===== src/rtl/hilo_pkg.sv =====
// Shared types for the HI/LO divide controller.
// State encoding, HI/LO width and watchdog counter width.
package hilo_pkg;

  localparam int HILO_W = 32;
  localparam int WDOG_W = 5;

  typedef enum logic [1:0] {
    IDLE,
    BUSY,
    DRAIN
  } state_e;

endpackage


===== src/rtl/hilo_div_ctrl.sv =====
// HI/LO issue/writeback controller for the EX-stage Goldschmidt divider.
// Ports: clk, rst (async, active-high); issue/issue_signed/issue_a/issue_b
//   from EX; flush; mthi/mtlo/mt_data; stall to the pipeline;
//   div_start/div_annul/div_signed/div_a/div_b to the divider;
//   div_result/div_ready from the divider; hi/lo architectural regs;
//   div_err watchdog pulse; div_zero pulse (only with DIV_ZERO_TRAP_EN).
// Optional feature macro: DIV_ZERO_TRAP_EN (zero-divisor trap).
module hilo_div_ctrl
  import hilo_pkg::*;
#(
  parameter int TIMEOUT = 15
) (
  input  logic                clk,
  input  logic                rst,
  input  logic                issue,
  input  logic                issue_signed,
  input  logic [HILO_W-1:0]   issue_a,
  input  logic [HILO_W-1:0]   issue_b,
  input  logic                flush,
  input  logic                mthi,
  input  logic                mtlo,
  input  logic [HILO_W-1:0]   mt_data,
  output logic                stall,
  output logic                div_start,
  output logic                div_annul,
  output logic                div_signed,
  output logic [HILO_W-1:0]   div_a,
  output logic [HILO_W-1:0]   div_b,
  input  logic [2*HILO_W-1:0] div_result,
  input  logic                div_ready,
  output logic [HILO_W-1:0]   hi,
  output logic [HILO_W-1:0]   lo,
  output logic                div_err
`ifdef DIV_ZERO_TRAP_EN
  ,
  output logic                div_zero
`endif
);

  localparam logic [WDOG_W-1:0] WD_LAST =
    WDOG_W'(TIMEOUT - 1);

  state_e              state_q, state_d;
  logic [WDOG_W-1:0]   wdog_q, wdog_d;
  logic                start_q, start_d;
  logic                annul_q, annul_d;
  logic                err_q, err_d;
  logic                sgn_q, sgn_d;
  logic [HILO_W-1:0]   a_q, a_d;
  logic [HILO_W-1:0]   b_q, b_d;
  logic [HILO_W-1:0]   hi_q, hi_d;
  logic [HILO_W-1:0]   lo_q, lo_d;

  logic b_zero;
  logic accept;
  logic wd_hit;

`ifdef DIV_ZERO_TRAP_EN
  logic zero_q, zero_d;
  assign b_zero = (issue_b == '0);
`else
  assign b_zero = 1'b0;
`endif

  // An issue is accepted only outside BUSY; its own cycle is stalled
  // so the instruction stays in EX until writeback.
  assign accept = issue & ~flush & ~b_zero
                & (state_q != BUSY);
  assign stall  = (state_q == BUSY) | accept;
  assign wd_hit = (wdog_q == WD_LAST);

  always_comb begin
    state_d = state_q;
    wdog_d  = wdog_q;
    start_d = start_q;
    annul_d = 1'b0;
    err_d   = 1'b0;
    sgn_d   = sgn_q;
    a_d     = a_q;
    b_d     = b_q;
    hi_d    = hi_q;
    lo_d    = lo_q;
`ifdef DIV_ZERO_TRAP_EN
    zero_d  = issue & ~flush & b_zero
            & (state_q != BUSY);
`endif

    unique case (state_q)
      IDLE, DRAIN: begin
        start_d = 1'b0;
        state_d = IDLE;
        if (accept) begin
          sgn_d   = issue_signed;
          a_d     = issue_a;
          b_d     = issue_b;
          start_d = 1'b1;
          wdog_d  = '0;
          state_d = BUSY;
        end
      end
      BUSY: begin
        // flush outranks a coincident div_ready
        priority case (1'b1)
          flush: begin
            start_d = 1'b0;
            annul_d = 1'b1;
            state_d = DRAIN;
          end
          div_ready: begin
            hi_d    = div_result[2*HILO_W-1:HILO_W];
            lo_d    = div_result[HILO_W-1:0];
            start_d = 1'b0;
            annul_d = 1'b1;
            state_d = DRAIN;
          end
          wd_hit: begin
            start_d = 1'b0;
            annul_d = 1'b1;
            err_d   = 1'b1;
            state_d = DRAIN;
          end
          default: wdog_d = wdog_q + 1'b1;
        endcase
      end
      default: begin
        start_d = 1'b0;
        state_d = IDLE;
      end
    endcase

    // MTHI/MTLO only land when nothing holds EX
    if (~stall) begin
      if (mthi) hi_d = mt_data;
      if (mtlo) lo_d = mt_data;
    end
  end

  always_ff @(posedge clk or posedge rst) begin
    if (rst) begin
      state_q <= IDLE;
      wdog_q  <= '0;
      start_q <= 1'b0;
      annul_q <= 1'b0;
      err_q   <= 1'b0;
      sgn_q   <= 1'b0;
      a_q     <= '0;
      b_q     <= '0;
      hi_q    <= '0;
      lo_q    <= '0;
    end else begin
      state_q <= state_d;
      wdog_q  <= wdog_d;
      start_q <= start_d;
      annul_q <= annul_d;
      err_q   <= err_d;
      sgn_q   <= sgn_d;
      a_q     <= a_d;
      b_q     <= b_d;
      hi_q    <= hi_d;
      lo_q    <= lo_d;
    end
  end

`ifdef DIV_ZERO_TRAP_EN
  always_ff @(posedge clk or posedge rst) begin
    if (rst) zero_q <= 1'b0;
    else     zero_q <= zero_d;
  end
  assign div_zero = zero_q;
`endif

  assign div_start  = start_q;
  assign div_annul  = annul_q;
  assign div_err    = err_q;
  assign div_signed = sgn_q;
  assign div_a      = a_q;
  assign div_b      = b_q;
  assign hi         = hi_q;
  assign lo         = lo_q;

endmodule

===== config.mk =====
export PLATFORM = sky130hd
export DESIGN_NAME = hilo_div_ctrl
export DESIGN_NICKNAME = d
export VERILOG_FILES = /design/src/rtl/hilo_pkg.sv /design/src/rtl/hilo_div_ctrl.sv
export SDC_FILE = /design/constraint.sdc
export NUM_CORES = 1
export LEC_CHECK = 0
export ABC_CLOCK_PERIOD_IN_PS = 6400
export BUFFER_PORTS_ARGS = -buffer_cell sky130_fd_sc_hd__buf_2
export CELL_PAD_IN_SITES_DETAIL_PLACEMENT = 0
export CELL_PAD_IN_SITES_GLOBAL_PLACEMENT = 1
export CORE_ASPECT_RATIO = 1.4
export CORE_MARGIN = 2
export CORE_UTILIZATION = 38
export CTS_BUF_LIST = sky130_fd_sc_hd__clkbuf_4 sky130_fd_sc_hd__clkbuf_8 sky130_fd_sc_hd__clkbuf_16
export DETAILED_ROUTE_END_ITERATION = 10
export PLACE_DENSITY_LB_ADDON = 0.1
export SLEW_MARGIN = 20
export SYNTH_ARGS = -nofsm -noshare
export SYNTH_HDL_FRONTEND = slang
export SYNTH_SLANG_ARGS = --single-unit

===== constraint.sdc =====
create_clock -name clk -period 6.4 [get_ports clk]
set_input_delay 0 -clock clk [delete_from_list [all_inputs] [get_ports clk]]
set_output_delay 0 -clock clk [all_outputs]
set_load 0.02 [all_outputs]

* Yosys cells after proc, flatten, opt, wreduce, memory -nomap -nowiden *
Cells that the tools add are included.

word-level totals
  word-level logic and storage cells = 61
  bits of input ports = 168
  output and inout bits = 133
  register bits = 139

cells by class
  eq/ne operators = 9
  add/sub/neg operators = 1
  reductions and logical operators = 5
  bitwise gates (word level) = 4
  multiplexer cells = 32

operators with widths
  operator             number
  $mux 32              10
  $mux 5               4
  $mux 1               12
  $pmux 5 s2           1
  $ne 2x2->1 const B   4
  $mux 2               3
  $add 5x1->5 const B  1
  $eq 5x4->1 const B   1
  $reduce_and 5->1     1
  $ne 4x4->1 const B   1
  $pmux 2 s2           1
  $and 1x1->1          2
  $eq 2x1->1 const B   1
  $eq 2x2->1 const B   1
  $logic_not 2->1      1
  $ne 2x1->1 const B   1
  $pmux 1 s2           1
  $reduce_and 2->1     1
  $reduce_bool 2->1    1
  $reduce_or 2->1      1
  $not 1->1            1
  $or 1x1->1           1

* Depth between registers and ports, before layout *
  depth after elaboration = 5
  depth in mapped cells = 5
  depth with buffers taken out = 5

* Worst setup path before layout *
No wires, ideal clock.

  kind = register to register
  start = register state_q[1]
  end = register hi_q[0], in the netlist hi[0]
  period minus slack after synthesis = 1.686 ns
  setup slack = 4.714 ns
  cell stages (with the launch flop) = 6
  data required time = 6.275 ns
  arrival = 1.562 ns
  path buffers = 2
  setup time = 0.125 ns
  cells stage by stage = dfrtp_1 > nor4bb_1 > buf_4 > buf_6 > mux2_1 > mux2_2

between the ends
  longest elaborated chain between the ends = 4
  elaborated cells on any way between the ends = 7
  classes of those cells = eq/ne: 2; mux: 3; bitwise: 2

RTL lines
  what                                             line                                                           RTL
  from (decl)                                      hilo_div_ctrl.sv:43                                            state_e state_q, state_d;
  from (signal assigned)                           hilo_div_ctrl.sv:151                                           state_q <= state_d;
  $eq 2x1->1 / $ne 2x1->1 (equally long branches)  hilo_div_ctrl.sv:69, hilo_div_ctrl.sv:88, hilo_div_ctrl.sv:68
  $mux 32 / $and 1x1->1 (equally long branches)    hilo_div_ctrl.sv:88, hilo_div_ctrl.sv:68
  $mux 32 / $or 1x1->1 (equally long branches)     hilo_div_ctrl.sv:133, hilo_div_ctrl.sv:69
  $mux 32 *                                        hilo_div_ctrl.sv:132                                           if (~stall) begin
  net hi_d[0]                                      hilo_div_ctrl.sv:51                                            logic [HILO_W-1:0] hi_q, hi_d;
  to (signal assigned)                             hilo_div_ctrl.sv:159                                           hi_q <= hi_d;
  to (decl)                                        hilo_div_ctrl.sv:51

The timed path passes the listed nets; every way through them passes the cells marked *.
A chain may end at the register's enable or synchronous reset.

* Final worst setup path *
  start = register state_q[1]
  end = register lo_q[10], in the netlist lo[10]

between the ends
  longest elaborated chain between the ends = 4
  elaborated cells on any way between the ends = 7
  classes of those cells = eq/ne: 2; mux: 3; bitwise: 2

RTL lines
  what                                             line                                                           RTL
  $eq 2x1->1 / $ne 2x1->1 (equally long branches)  hilo_div_ctrl.sv:69, hilo_div_ctrl.sv:88, hilo_div_ctrl.sv:68
  $mux 32 / $and 1x1->1 (equally long branches)    hilo_div_ctrl.sv:88, hilo_div_ctrl.sv:68
  $mux 32 / $or 1x1->1 (equally long branches)     hilo_div_ctrl.sv:134, hilo_div_ctrl.sv:69
  $mux 32 *                                        hilo_div_ctrl.sv:132
  net lo_d[10]                                     hilo_div_ctrl.sv:52                                            logic [HILO_W-1:0] lo_q, lo_d;
  to (signal assigned)                             hilo_div_ctrl.sv:160                                           lo_q <= lo_d;
  to (decl)                                        hilo_div_ctrl.sv:52

Marks and branches as above.

==> results.json <==
{
  "drtAntennaViolNets": 0,
  "clk_path_buf_depth": 2,
  "p_leak_nw": 4.701,
  "yosysTopAreaCellShare_pct": 57.62,
  "cts_root_buffer": "clkbuf_16",
  "start_kind": "flop",
  "die_area_mm2": 0.01693,
  "slew_violations": 0,
  "max_stage_delay_ns": 0.81,
  "seq_power_share_pct": 37.6,
  "synth.avg_cell_area_um2": 15.60,
  "core-area_mm2": 0.01554,
  "place_area_mm2": 0.007697,
  "num_vias": 4957,
  "grt_pass1_wl_mm": 26.91,
  "tightest_slew_ns": 0.9692,
  "setup_viol": 0,
  "rows": 54,
  "combPwrFrac_pct": 29.2,
  "cap_viol_max_count": 0,
  "period_share_pct": 45.05,
  "drive_gt1_share_pct": 55.04,
  "synth-edff-count": 0,
  "clkTransAtPathRegs_ns": 0.06,
  "cp_data_required_time_ns": 6.69,
  "crit_path_max_fanout": 32,
  "numCtsBuffers": 17,
  "rr_endpoint": "lo[10]",
  "hold_class": "in -> reg",
  "cts_tree": "built",
  "place_hpwl_mm": 10.91,
  "timing.final.ws_setup_ns": 3.517,
  "path_cells": "nand2b_1 > nand3_2 > mux2_2 > dlygate4sd3_1",
  "hold_viol": 0,
  "rrSetupSlack_ns": 3.52,
  "setup_tns_ns": 0,
  "skew_ns": 0.008727,
  "grt_max_degree": 81,
  "grt_pass1_vias": 5570,
  "place_congestion": 0.7672,
  "postSynthCellCount": 387,
  "max_freq_mhz": 346.8,
  "intPower_w": 0.002095,
  "critPathCaptureType": "flop",
  "post_cts_buffers": 0,
  "crit_end": "lo[10]",
  "synth_area_leaders": "dfrtp_1, mux2_2, mux2_1",
  "slew_headroom_pct": 35.31,
  "cts.sinks": 139,
  "outcome": "completed",
  "r2r.worst_path.cells": 4,
  "firstDrtPassIters": 4,
  "worstSkewPairLatency_ns": 0.41,
  "cp-startpoint": "state_q[1]",
  "p_clk_share_pct": 33.2,
  "cp.arrival_ns": 3.17,
  "place_ws_ns": 4.034,
  "rr_startpoint": "state_q[1]",
  "nNetsFinal": 1021,
  "p_per_area_mw_per_mm2": 301.7,
  "synth_nets": 557,
  "route.detailed.drc": 0,
  "syn-cell-area_mm2": 0.006037,
  "path_class": "reg -> reg",
  "rsz0062_at_grt": "no",
  "drtIter0Drc": 115,
  "switching_share_pct": 30.03,
  "grt_util_all_layers_pct": 19.72,
  "synth_top_area_cell": "dfrtp_1",
  "ys_seq_area_share_pct": 57.62,
  "pin_count": 301,
  "p_sw_w": 0.0008993,
  "diodes": 0,
  "cp_slowest_cell": "nand3_2",
  "grt_antenna_before_repair": 0,
  "viasPerCell": 4.681,
  "async_reset_ff_share_pct": 100.0,
  "drt_wl_total_mm": 16.36,
  "overflow": 0,
  "stdcell_area_mm2": 0.009927,
  "die_y_um": 153.1,
  "ys_types": 28,
  "wl_per_cell_um": 15.45,
  "initial_core_util_pct": 38.85,
  "synth_warnings": 0,
  "ir_drop_mv": 0.1586,
  "ys.flop_type": "dfrtp_1",
  "htreeDepth": 4,
  "syn_to_final_growth_pct": 64.44,
  "period_needed_ns": 2.883,
  "dieWidth_um": 110.5,
  "synth.ff_latch_count": 139,
  "port_buffers": 300
}
-- kinds of logic after synthesis --
group,Yosys count,share of synthesized area [%]
buffers and inverters,23,2.529
AND/OR/NAND/NOR,16,1.824
adder cells (fa/ha/maj),2,0.4144
multiplexers,194,36.19
flip-flops,139,57.62
AO/OA/AOI/OAI,13,1.430
-- cells in the final DEF, fill, tap and decap left out, types with 2 or more instances in the layout --
| cell type | Yosys | final |
|---|---|---|
| clkinv_4 | 0 | 5 |
| buf_4 | 1 | 3 |
| ha_1 | 2 | 2 |
| inv_6 | 0 | 2 |
| dlygate4sd3_1 | 0 | 163 |
| nand3_2 | 0 | 2 |
| clkbuf_16 | 0 | 17 |
| mux2_2 | 134 | 134 |
| nand2b_1 | 2 | 2 |
| clkinv_2 | 0 | 3 |
| a21oi_1 | 4 | 4 |
| buf_2 | 14 | 300 |
| clkinvlp_4 | 0 | 2 |
| mux2_1 | 60 | 60 |
| nor2b_1 | 2 | 2 |
| a21o_1 | 2 | 2 |
| bufinv_16 | 0 | 3 |
| dfrtp_1 | 139 | 139 |
| nor2_1 | 2 | 2 |
-- through the flow --
step | power (W) | hold slack, ns | util [%] | cells
2_1_floorplan | 0.001609 | 0.1505 | - | 387
3_3_place_gp | 0.001878 | 0.1758 | 49.53 | 865
3_5_place_dp | 0.001899 | 0.1862 | 49.53 | 865
4_1_cts | 0.003027 | 0.005391 | 63.88 | 1059
5_1_grt | 0.003150 | 0.07369 | 63.88 | 1059
6_report | 0.002995 | 0.02489 | 63.88 | 1059
-- how the worst min path moves through the flow --
stage                          start         to  slack, ns  cells past startpoint
after global routing           flush  div_annul       0.07                      3
after floorplan           mt_data[0]      hi[0]       0.15                      1
after CTS                      flush  div_annul      0.005                      3
after global placement           rst  div_a[14]       0.18                      2
final                          flush  div_annul       0.02                      3
after detailed placement         rst  div_a[12]       0.19                      2
-- power groups by stage --
stage	combinational, W	clock (W)	sequential (W)
6_report	0.000874	0.000994	0.00113
5_1_grt	0.000936	0.00106	0.00115
4_1_cts	0.000879	0.00102	0.00113
3_5_place_dp	0.000758	0	0.00114
3_3_place_gp	0.000745	0	0.00113
2_1_floorplan	0.000264	0	0.00134
-- Yosys cell counts (all sizes together) (2+ instances only) --
cell and number:
inv 2, mux2 194, buf 21, dfrtp 139, a21o 2, ha 2, nor2b 2, nand3 3
a21oi 4, nand2b 2, nor2 2
-- state kept, by name, summed over array words and instances, names as in the netlist --
signal	flops
hi	32
div_annul	1
lo	32
div_err	1
div_start	1
div_a	32
wdog_q	5
div_signed	1
div_b	32
state_q	2
-- repair_timing --
item	4_1_cts	5_1_grt
hold endpoints to repair	212	0
gates resized for setup	0	0
hold buffers	163	0
-- area by class of cell --
cell class	count	area, µm²
multi-input cells	225	2437
repair buffers	466	3156
clock inverters	14	172.7
well taps	196	245.2
clock buffers	17	425.4
fillers	1253	5613
flip-flops and latches	139	3478
inverters	2	12.51
-- worst max-delay path, delay by kind of cell (launching register included) --
family / cells / cell delay, ns
muxes: 1 / 0.58
buffers and inverters: 1 / 0.57
and+or+nand+nor: 2 / 1.18
DFF: 1 / 0.42
-- layer usage --
layer / up-vias / GRT usage (%) / share of wire (%)
li1: 2326 / - / -
met1: 2400 / 21.90 / 39
met2: 202 / 35.32 / 53
met3: 29 / 5.829 / 6.0
met4: 0 / 7.798 / 2.7
met5: - / 0 / 0
No activity file was read; power rests on OpenSTA's default activity.
